$ cat config.mk
export PLATFORM = sky130hd
export DESIGN_NAME = bus_rr_sched
export DESIGN_NICKNAME = d
export VERILOG_FILES = /design/src/rtl/bus_rr_sched.sv
export SDC_FILE = /design/constraint.sdc
export NUM_CORES = 1
export LEC_CHECK = 0
export ABC_AREA = 1
export BUFFER_PORTS_ARGS = -buffer_cell sky130_fd_sc_hd__clkbuf_2
export CORE_ASPECT_RATIO = 1.1
export CORE_UTILIZATION = 40
export DETAILED_ROUTE_END_ITERATION = 6
export GPL_TIMING_DRIVEN = 0
export PLACE_DENSITY = 0.73
export SLEW_MARGIN = 25
export SYNTH_ARGS = -nofsm -noshare
export SYNTH_HDL_FRONTEND = slang
export SYNTH_SLANG_ARGS = --single-unit
$ cat constraint.sdc
create_clock -name clk -period 2.4 [get_ports clk]
set_input_delay 0.24 -clock clk [delete_from_list [all_inputs] [get_ports clk]]
set_output_delay 0.24 -clock clk [all_outputs]
set_load 0.03 [all_outputs]
$ cat src/rtl/bus_rr_sched.sv
// rtl/bus_rr_sched.sv - round-robin packet bus scheduler
// Pops one packet per grant and routes it by header ID: unicast, broadcast or drop.
module bus_rr_sched #(
  parameter int          drvrs     = 4,
  parameter int          pckg_sz   = 16,
  parameter logic [7:0]  broadcast = 8'hFF
) (
  input  logic                       clk,
  input  logic                       reset,
  input  logic [drvrs-1:0]           pndng,
  input  logic [drvrs*pckg_sz-1:0]   D_pop,
  output logic [drvrs-1:0]           pop,
  output logic [drvrs-1:0]           push,
  output logic [pckg_sz-1:0]         D_push,
  output logic [3:0]                 grant_id,
  output logic                       busy,
  output logic [15:0]                drop_cnt
);

  typedef enum logic [1:0] {IDLE, GRANT, DELIVER} state_t;

  localparam logic [drvrs-1:0] ONE = {{(drvrs-1){1'b0}}, 1'b1};

  state_t               state, state_n;
  logic [3:0]           last;
  logic [3:0]           win;
  logic                 win_vld;
  logic [pckg_sz-1:0]   head;
  logic [7:0]           dest;
  logic [drvrs-1:0]     route;
  logic                 drop;

  // Search order starts one past the last winner and wraps modulo drvrs.
  always_comb begin
    win     = '0;
    win_vld = 1'b0;
    for (int k = 1; k <= drvrs; k++) begin
      for (int i = 0; i < drvrs; i++) begin
        if (!win_vld && pndng[i] &&
            ((int'(last) + k == i) || (int'(last) + k == i + drvrs))) begin
          win_vld = 1'b1;
          win     = 4'(i);
        end
      end
    end
  end

  always_comb begin
    head = '0;
    for (int i = 0; i < drvrs; i++) begin
      if (grant_id == 4'(i)) head = D_pop[i*pckg_sz +: pckg_sz];
    end
  end

  assign dest = head[pckg_sz-1 -: 8];

  // Self-addressed and out-of-range IDs leave route empty and count as drops.
  always_comb begin
    route = '0;
    for (int i = 0; i < drvrs; i++) begin
      if (dest == broadcast) route[i] = (grant_id != 4'(i));
      else if (dest == 8'(i) && grant_id != 4'(i)) route[i] = 1'b1;
    end
    drop = (dest != broadcast) && (route == '0);
  end

  always_comb begin
    state_n = state;
    case (state)
      IDLE:    if (win_vld) state_n = GRANT;
      GRANT:   state_n = DELIVER;
      DELIVER: state_n = IDLE;
      default: state_n = IDLE;
    endcase
  end

  always_ff @(posedge clk) begin
    if (reset) state <= IDLE;
    else       state <= state_n;
  end

  always_ff @(posedge clk) begin
    if (reset) begin
      pop      <= '0;
      push     <= '0;
      D_push   <= '0;
      grant_id <= '0;
      last     <= 4'(drvrs-1);
      busy     <= 1'b0;
      drop_cnt <= '0;
    end else begin
      pop  <= '0;
      push <= '0;
      busy <= (state_n != IDLE);
      case (state)
        IDLE: begin
          if (win_vld) begin
            grant_id <= win;
            last     <= win;
            pop      <= ONE << win;
          end
        end
        GRANT: begin
          // Head is captured on the same edge the FIFO advances.
          D_push <= head;
          push   <= route;
          if (drop && drop_cnt != 16'hFFFF) drop_cnt <= drop_cnt + 16'd1;
        end
        default: ;
      endcase
    end
  end

endmodule

# After elaboration in Yosys (flattened, before gate mapping)
# Index checks and enable logic that the tools add are counted.
# totals
reg_bits	51
inputBits	70
out_inout_bits	45
# op_classes
add_sub_neg	5
eq_ne	41
shifts	1
muxes	45
n_bitwise	3
reduce_logical	82
# op_table
cell	count
$eq 32x4->1 const B	12
$eq 32x3->1 const B	8
$eq 32x2->1 const B	4
$logic_not 32->1	4
$mux 16	4
$mux 4	14
$logic_and 1x1->1	37
$mux 1	25
$eq 5x3->1 const B	4
$add 16x1->16 const B	1
$eq 8x2->1 const B	2
$logic_or 1x1->1	16
$ne 16x16->1 const B	1
$logic_not 1->1	15
$add 4x2->5 const B	2
$eq 4x2->1 const B	2
$eq 8x1->1 const B	1
$eq 8x8->1 const B	1
$logic_not 4->1	2
$logic_not 8->1	1
$ne 4x2->1 const B	2
$ne 8x8->1 const B	1
$add 4x1->5 const B	1
$add 4x3->5 const B	1
other kinds (13)	16

# Depth between registers and ports, before layout
# Gate-level depths: netlist of run 1.
# depth
word_depth	68
mapped_depth	17
depth_no_buf	16

# Worst setup path before layout of run 1
# Ideal clock, no wire load.
# synth_path
path_kind	reg2reg
from	register grant_id[1]
to	register drop_cnt[12]
t_arrival_ps	2092
path_slack_ps	166
path_stages_with_launch	18
n_path_buf	3
synth_period_minus_slack_ps	2234
path_cell_list	dfxtp_1 -> buf_6 -> inv_6 -> nand2_8 -> inv_4 -> buf_6 -> nand2_2 -> nand2_1 -> o22ai_2 -> nor2_1 -> nor2b_4 -> nand3_1 -> nand2_1 -> nor2_4 -> nand3_4 -> buf_12 -> nand2_2 -> a21oi_2
# synth_between
elab_chain_len	13
# synth_lines
element	line	rtl
start: declaration	15	output logic [3:0] grant_id,
start signal: assignment	98	grant_id <= win;
$logic_not 4->1	51	if (grant_id == 4'(i)) head = D_pop[i*pckg_sz +: pckg_sz];
$mux 16 (4 in series)	51	
$eq 8x1->1, or another cell as far along	62	else if (dest == 8'(i) && grant_id != 4'(i)) route[i] = 1'b1;
$logic_and 1x1->1	62	
$mux 1	62	
$mux 1	61	if (dest == broadcast) route[i] = (grant_id != 4'(i));
$logic_not 4->1	64	drop = (dest != broadcast) && (route == '0);
$logic_and 1x1->1 (*)	64	
$logic_and 1x1->1 (*)	107	if (drop && drop_cnt != 16'hFFFF) drop_cnt <= drop_cnt + 16'd1;
$reduce_and 2->1 (no source line) (*)	n/a	
end signal: assignment	107	
end: declaration	17	output logic [15:0] drop_cnt
# Every way passes the cells marked *; elsewhere a longest branch is shown, timed or not.
# A chain may end at the register's enable or synchronous reset.

# Final worst setup path of run 1
# layout_path
from	register grant_id[1]
to	register drop_cnt[9]
# The elaborated chain is that of the path after synthesis.

==> flow_summary.ini, run 1 <==
[run_status]
status = complete, but fails checks
violations = design-rule violations

[logic_synthesis]
synth_enable_flop_cells = 0
synthesis.instances = 411
post_synth_instance_area_um2 = 2970
synth_sequential_area_ratio = 0.317
post_synth_num_cell_types = 45
synth-seq-cells = 47
synth.yosys.warnings = 0
share_of_flip_flops_with_an_asynchronous_set_or_reset = 0
syn-mean-instance-area_um2 = 7.22
yosys_most_used_dff = sky130_fd_sc_hd__dfxtp_1

[cts]
cts_buffers = 5
clock_tree.root_cell = sky130_fd_sc_hd__clkbuf_8
ctsHoldBuffers = 0
ctsLongestPathBuffers = 2
clk_latency_ps = 300
cts.reportedPaths.clkPinSlew_ps = 90
cts.htree.levels = 2
cts_sinks = 47
cts_tree = yes

[critical_path]
arrival_time_at_the_worst_endpoint_ps = 2450
cp_max_fo = 10
worst_path_max_delay_cell = sky130_fd_sc_hd__dfxtp_2
worst_path_largest_cell_delay_ps = 340
timing.critical_path.from_type = flip-flop
path_common_cell = sky130_fd_sc_hd__nand2_1
timing.critical_path.cells = buf_6 > inv_6 > nand2_8 > inv_4 > buf_6 > nand2_2 > nand2_1 > o22ai_2 > nand2_2 > nor3_4 > nand2_1 > nand2_1 > nand2_4 > clkbuf_4 > nand4_1 > a21oi_2
cp_num_buf_inv = 5
r2r_cells = 16
depth_of_the_critical_timing_path_with_buffers_and_inverters_included = 16
crit_path_end_kind = flip-flop
critPathKind = reg -> reg
worst_path_dominant_cell_family = simple AND/OR/NAND/NOR gates
critPathRequiredTime_ps = 2560

[layout]
final_layout_size_suffix_gt1_frac = 0.361
antenna_cells_inserted = 0
final_net_count = 607
area_overhead_of_the_layout_relative_to_synthesis_pct = 30.4
fin_cells = 622
seq_area_um2 = 943
multiInputGateArea_um2 = 1780
number_of_fillers_in_the_final_layout = 679
most_common_cell_after_layout_fill_and_taps_aside = sky130_fd_sc_hd__clkbuf_2
commonest_non_fill_non_tap_cells_in_the_layout = sky130_fd_sc_hd__clkbuf_2, sky130_fd_sc_hd__nand2_1, sky130_fd_sc_hd__dfxtp_1

[drt]
drt_first_iter_violations = 132
via_per_inst = 5.14
detail_route.drc_violations = 10
drt_wl_total_mm = 7.87
num_vias = 3199
firstDrtPassIters = 6
wl_per_cell_um = 12.6
drt.antenna.violating_nets = 0

[grt]
number_of_global_route_vias_before_repair = 2914
grt_usage = 0.211
grt_start_max_net_pins = 17
number_of_antenna_violations_at_the_first_check_in_global_routing = 0
gr-total-overflow = 0
grt_first_pass_wirelength_mm = 13.3

[pwr]
reported_leakage_power_nw = 1.79
ir_drop_uv = 373
design_power_total_mw = 2.82
power_density_nw_per_um2 = 727

[timing]
report.final.hold_viol_count = 0
period_minus_slack_ps = 2290
fmaxAchievable_ghz = 0.436
finalSetupViolCount = 0
setup_ws_ps = 106
final.hold.worst_slack_ps = 177
fin_crit_sh = 0.956
clock_skew_ps = 8.12
timing.final.max_slew_violations = 0
worst_pin_slew_ps = 682
max_slew_margin = 0.546

[job]
drv.max_cap_violation_count = 0

[die]
die_h_um = 92.4
initial_core_util = 0.419
die_x_um = 84.1
core_area_um2 = 7090
pin_count = 115
row_count = 32
die-area_um2 = 7770

[placement]
hpwl_mm = 6.45
globalplace.congestion = 0.876
place_inst = 608
port_buffers = 111
pre_cts_ws_ps = 92.3

[hold_path]
hp-class = in -> reg
holdPathStages = 3
-- path summary, 6_finish.rpt --
path / slack [ps] / end / from
setup / recovery: 110 / drop_cnt[9]$_SDFFE_PP0P_ / grant_id[1]$_SDFFE_PP0P_
hold / removal: 180 / D_push[6]$_SDFFE_PP0P_ / D_pop[54]
setup reg to reg: 110 / drop_cnt[9]$_SDFFE_PP0P_ / grant_id[1]$_SDFFE_PP0P_
hold reg to reg: 500 / drop_cnt[9]$_SDFFE_PP0P_ / drop_cnt[9]$_SDFFE_PP0P_
-- timing repair --
action / CTS / global route
setup endpoints to repair: 0 / 13
resized for setup: 0 / 13
setup buffers: 0 / 6
-- report_power, final --
part	internal [mW]	total, mW	switching (mW)
Combinational	0.431	1.21	0.776
Sequential	0.859	0.911	0.0520
Clock	0.423	0.697	0.275
Total	1.71	2.82	1.10
-- worst reg2reg max path, cell delays in order (launching register included) --
cell and delay (ps):
sky130_fd_sc_hd__dfxtp_2 340, sky130_fd_sc_hd__buf_6 150, sky130_fd_sc_hd__inv_6 60, sky130_fd_sc_hd__nand2_8 80, sky130_fd_sc_hd__inv_4 40, sky130_fd_sc_hd__buf_6 130, sky130_fd_sc_hd__nand2_2 50, sky130_fd_sc_hd__nand2_1 50
sky130_fd_sc_hd__o22ai_2 190, sky130_fd_sc_hd__nand2_2 100, sky130_fd_sc_hd__nor3_4 280, sky130_fd_sc_hd__nand2_1 90, sky130_fd_sc_hd__nand2_1 110, sky130_fd_sc_hd__nand2_4 90, sky130_fd_sc_hd__clkbuf_4 200, sky130_fd_sc_hd__nand4_1 130
sky130_fd_sc_hd__a21oi_2 60
-- cells in the mapped netlist (7+ instances only) --
library cell / number / area, µm²
sky130_fd_sc_hd__nand2_2: 13 / 81.3
sky130_fd_sc_hd__a22o_1: 8 / 70.1
sky130_fd_sc_hd__a21oi_2: 10 / 87.6
sky130_fd_sc_hd__nand4_1: 23 / 144
sky130_fd_sc_hd__nor3_1: 13 / 65.1
sky130_fd_sc_hd__xor2_1: 10 / 87.6
sky130_fd_sc_hd__clkbuf_1: 7 / 26.3
sky130_fd_sc_hd__o21ai_0: 20 / 100
sky130_fd_sc_hd__inv_1: 34 / 128
sky130_fd_sc_hd__a31oi_1: 7 / 43.8
sky130_fd_sc_hd__nor2_1: 37 / 139
sky130_fd_sc_hd__dfxtp_1: 47 / 941
sky130_fd_sc_hd__a21oi_1: 23 / 115
sky130_fd_sc_hd__nand2_1: 77 / 289
sky130_fd_sc_hd__nand3_1: 27 / 135
-- flip-flops by register name, summed over array words and instances (netlist names) --
name,count
state,2
last,2
pop,4
push,4
busy,1
D_push,16
drop_cnt,16
grant_id,2
-- metrics by stage --
step	setup TNS (ps)	instance area, µm²	utilization
after floorplan	0	2970	-
after global placement	0	3630	0.513
after detailed placement	0	3630	0.513
after CTS	0	3770	0.533
after global routing	-141	3870	0.546
final	0	3870	0.546
-- cells by family (layout without fill, tap and decap cells) --
kind of cell	Yosys count	after routing	share of synthesized area
buf+inv	59	184	0.102
xor+xnor	14	14	0.0413
flops	47	47	0.317
fa+ha+maj	1	1	0.00421
other cells	1	2	0.00126
simple gates	214	214	0.373
compound gates	75	75	0.161
-- cell type report --
| cell class | instances | area share |
|---|---|---|
| inverters | 40 | 0.0407 |
| clock inverters | 3 | 0.0184 |
| well taps | 85 | 0.0275 |
| clock buffers | 5 | 0.0178 |
| flip-flops and latches | 47 | 0.244 |
| plain buffers | 19 | 0.0381 |
| repair buffers | 117 | 0.155 |
| multi-input cells | 306 | 0.459 |
-- metal layers --
metal	global-route usage	vias to the layer above	routed length [µm]
met4	0.0647	0	78
li1	-	1646	-
met3	0.0321	5	393
met2	0.385	102	3990
met5	0	-	0
met1	0.255	1446	3410
No activity file was read; power rests on OpenSTA's default activity.
==> run 2: changes to the inputs <==
--- a/config.mk
+++ b/config.mk
@@ -11,7 +11,7 @@
 export CORE_UTILIZATION = 40
 export DETAILED_ROUTE_END_ITERATION = 6
 export GPL_TIMING_DRIVEN = 0
-export PLACE_DENSITY = 0.73
+export PLACE_DENSITY = 0.79
 export SLEW_MARGIN = 25
 export SYNTH_ARGS = -nofsm -noshare
 export SYNTH_HDL_FRONTEND = slang
==> run 2 against run 1 <==
Compared with the run above: the flow still finishes with violations (design-rule violations); die area unchanged; register-to-register slack improved by 30 ps; total power shrank 1.6%; wire length grew 3.7%; critical path type unchanged; largest cell class unchanged.
==> flow_summary.ini, run 2 (synthesis results as in run 1) <==
[run_status]
status = complete, but fails checks
violations = design-rule violations

[placement]
port_buffers = 111
place_inst = 608
hpwl_mm = 6.25
globalplace.congestion = 0.906

[critical_path]
crit-reg2reg-capture = drop_cnt[9]$_SDFFE_PP0P_
r2r-start = grant_id[0]$_SDFFE_PP0P_
endpoint = drop_cnt[9]$_SDFFE_PP0P_
path_common_cell = sky130_fd_sc_hd__nand2_2
cp_max_fo = 10
r2r_cells = 15
timing.critical_path.cells = buf_6 > nand2_4 > inv_2 > buf_6 > nand2_1 > nand4_4 > nand2_2 > nor2_4 > nand3_1 > nand2_2 > nor2_4 > nand3_4 > clkbuf_16 > nand2_2 > a21oi_2
timing.critical_path.from_type = flip-flop
depth_of_the_critical_timing_path_with_buffers_and_inverters_included = 15
crit_path_end_kind = flip-flop
worst_path_dominant_cell_family = simple AND/OR/NAND/NOR gates
critPathRequiredTime_ps = 2560
worst_path_max_delay_cell = sky130_fd_sc_hd__dfxtp_1
cp_num_buf_inv = 4
worst_path_largest_cell_delay_ps = 340
arrival_time_at_the_worst_endpoint_ps = 2430
critPathLaunch = grant_id[0]$_SDFFE_PP0P_
reg2reg_slack_ps = 130
critPathKind = reg -> reg

[cts]
cts_tree = yes
cts_buffers = 5
cts_sinks = 47
cts.htree.levels = 2
ctsHoldBuffers = 0
ctsLongestPathBuffers = 2
clk_latency_ps = 310
cts.reportedPaths.clkPinSlew_ps = 100
clock_tree.root_cell = sky130_fd_sc_hd__clkbuf_8

[die]
initial_core_util = 0.419
core_area_um2 = 7090
die_h_um = 92.4
pin_count = 115
row_count = 32
die-area_um2 = 7770
die_x_um = 84.1

[timing]
fin_crit_sh = 0.944
rsz0062_at_grt = yes
final.hold.worst_slack_ps = 166
timing.final.max_slew_violations = 0
worst_pin_slew_ps = 677
period_minus_slack_ps = 2270
report.final.hold_viol_count = 0
timing.setup.tns_ps = 0
fmaxAchievable_ghz = 0.441
max_slew_margin = 0.549
clock_skew_ps = 11.4
finalSetupViolCount = 0

[drt]
firstDrtPassIters = 6
detail_route.drc_violations = 10
drt_first_iter_violations = 116
num_vias = 3205
drt_wl_total_mm = 8.16
drt.antenna.violating_nets = 0
via_per_inst = 5.16
wl_per_cell_um = 13.1

[grt]
number_of_global_route_vias_before_repair = 2989
gr-total-overflow = 0
grt_usage = 0.210
grt_first_pass_wirelength_mm = 13.3
grt_start_max_net_pins = 16
number_of_antenna_violations_at_the_first_check_in_global_routing = 0

[layout]
fin_cells = 621
final_layout_size_suffix_gt1_frac = 0.369
most_common_cell_after_layout_fill_and_taps_aside = sky130_fd_sc_hd__clkbuf_2
area_overhead_of_the_layout_relative_to_synthesis_pct = 31.4
commonest_non_fill_non_tap_cells_in_the_layout = sky130_fd_sc_hd__clkbuf_2, sky130_fd_sc_hd__nand2_1, sky130_fd_sc_hd__dfxtp_1
final_net_count = 606
antenna_cells_inserted = 0
top_regs = D_push x16, drop_cnt x16

[pwr]
reported_leakage_power_nw = 1.79
power_density_nw_per_um2 = 710
ir_drop_uv = 398
design_power_total_mw = 2.77

[job]
drv.max_cap_violation_count = 0

[hold_path]
holdPathStages = 3
hp-class = in -> reg
-- run 2: worst min-delay path by stage --
| stage | startpoint | endpoint | slack [ps] |
|---|---|---|---|
| after floorplan | D_pop[50] | D_push[2]$_SDFFE_PP0P_ | 400 |
| after global placement | drop_cnt[8]$_SDFFE_PP0P_ | drop_cnt[8]$_SDFFE_PP0P_ | 480 |
| after detailed placement | drop_cnt[8]$_SDFFE_PP0P_ | drop_cnt[8]$_SDFFE_PP0P_ | 490 |
| after CTS | D_pop[51] | D_push[3]$_SDFFE_PP0P_ | 160 |
| after global routing | D_pop[55] | D_push[7]$_SDFFE_PP0P_ | 170 |
| final | D_pop[53] | D_push[5]$_SDFFE_PP0P_ | 170 |
-- run 2: power by group --
| group | total (mW) | internal, mW | switching (mW) |
|---|---|---|---|
| sequential | 0.909 | 0.859 | 0.0499 |
| clock | 0.623 | 0.343 | 0.280 |
| combinational | 1.24 | 0.448 | 0.791 |
-- run 2: tightest hold or removal path, stage by stage --
cell and delay, ps:
sky130_fd_sc_hd__clkbuf_2 80, sky130_fd_sc_hd__nand2_1 50, sky130_fd_sc_hd__a31oi_1 70
-- run 2: through the flow --
stage / worst slack, ps / instance area, µm² / util
2_1_floorplan: 166 / 2970 / -
3_3_place_gp: 134 / 3630 / 0.513
3_5_place_dp: 105 / 3630 / 0.513
4_1_cts: 71.5 / 3760 / 0.530
5_1_grt: -84.8 / 3900 / 0.550
6_report: 134 / 3900 / 0.550
-- run 2: routing by layer --
layer / routed length [µm] / vias to the layer above / track usage
li1: - / 1648 / -
met1: 3450 / 1441 / 0.256
met2: 4140 / 108 / 0.372
met3: 458 / 8 / 0.0383
met4: 106 / 0 / 0.0718
met5: 0 / - / 0
-- run 2: what timing repair did --
action | 4_1_cts | 5_1_grt
endpoints found under the setup margin | 0 | 17
gates resized for setup | 0 | 24
buffers inserted | 0 | 4
-- run 2: area by class of cell --
cell class / count / area [µm²]
plain buffers: 19 / 159
clock buffers: 6 / 82.6
clock inverters: 2 / 38.8
fillers: 662 / 3190
inverters: 40 / 158
multi-input cells: 306 / 1800
flip-flops and latches: 47 / 945
well taps: 85 / 106
repair buffers: 116 / 611
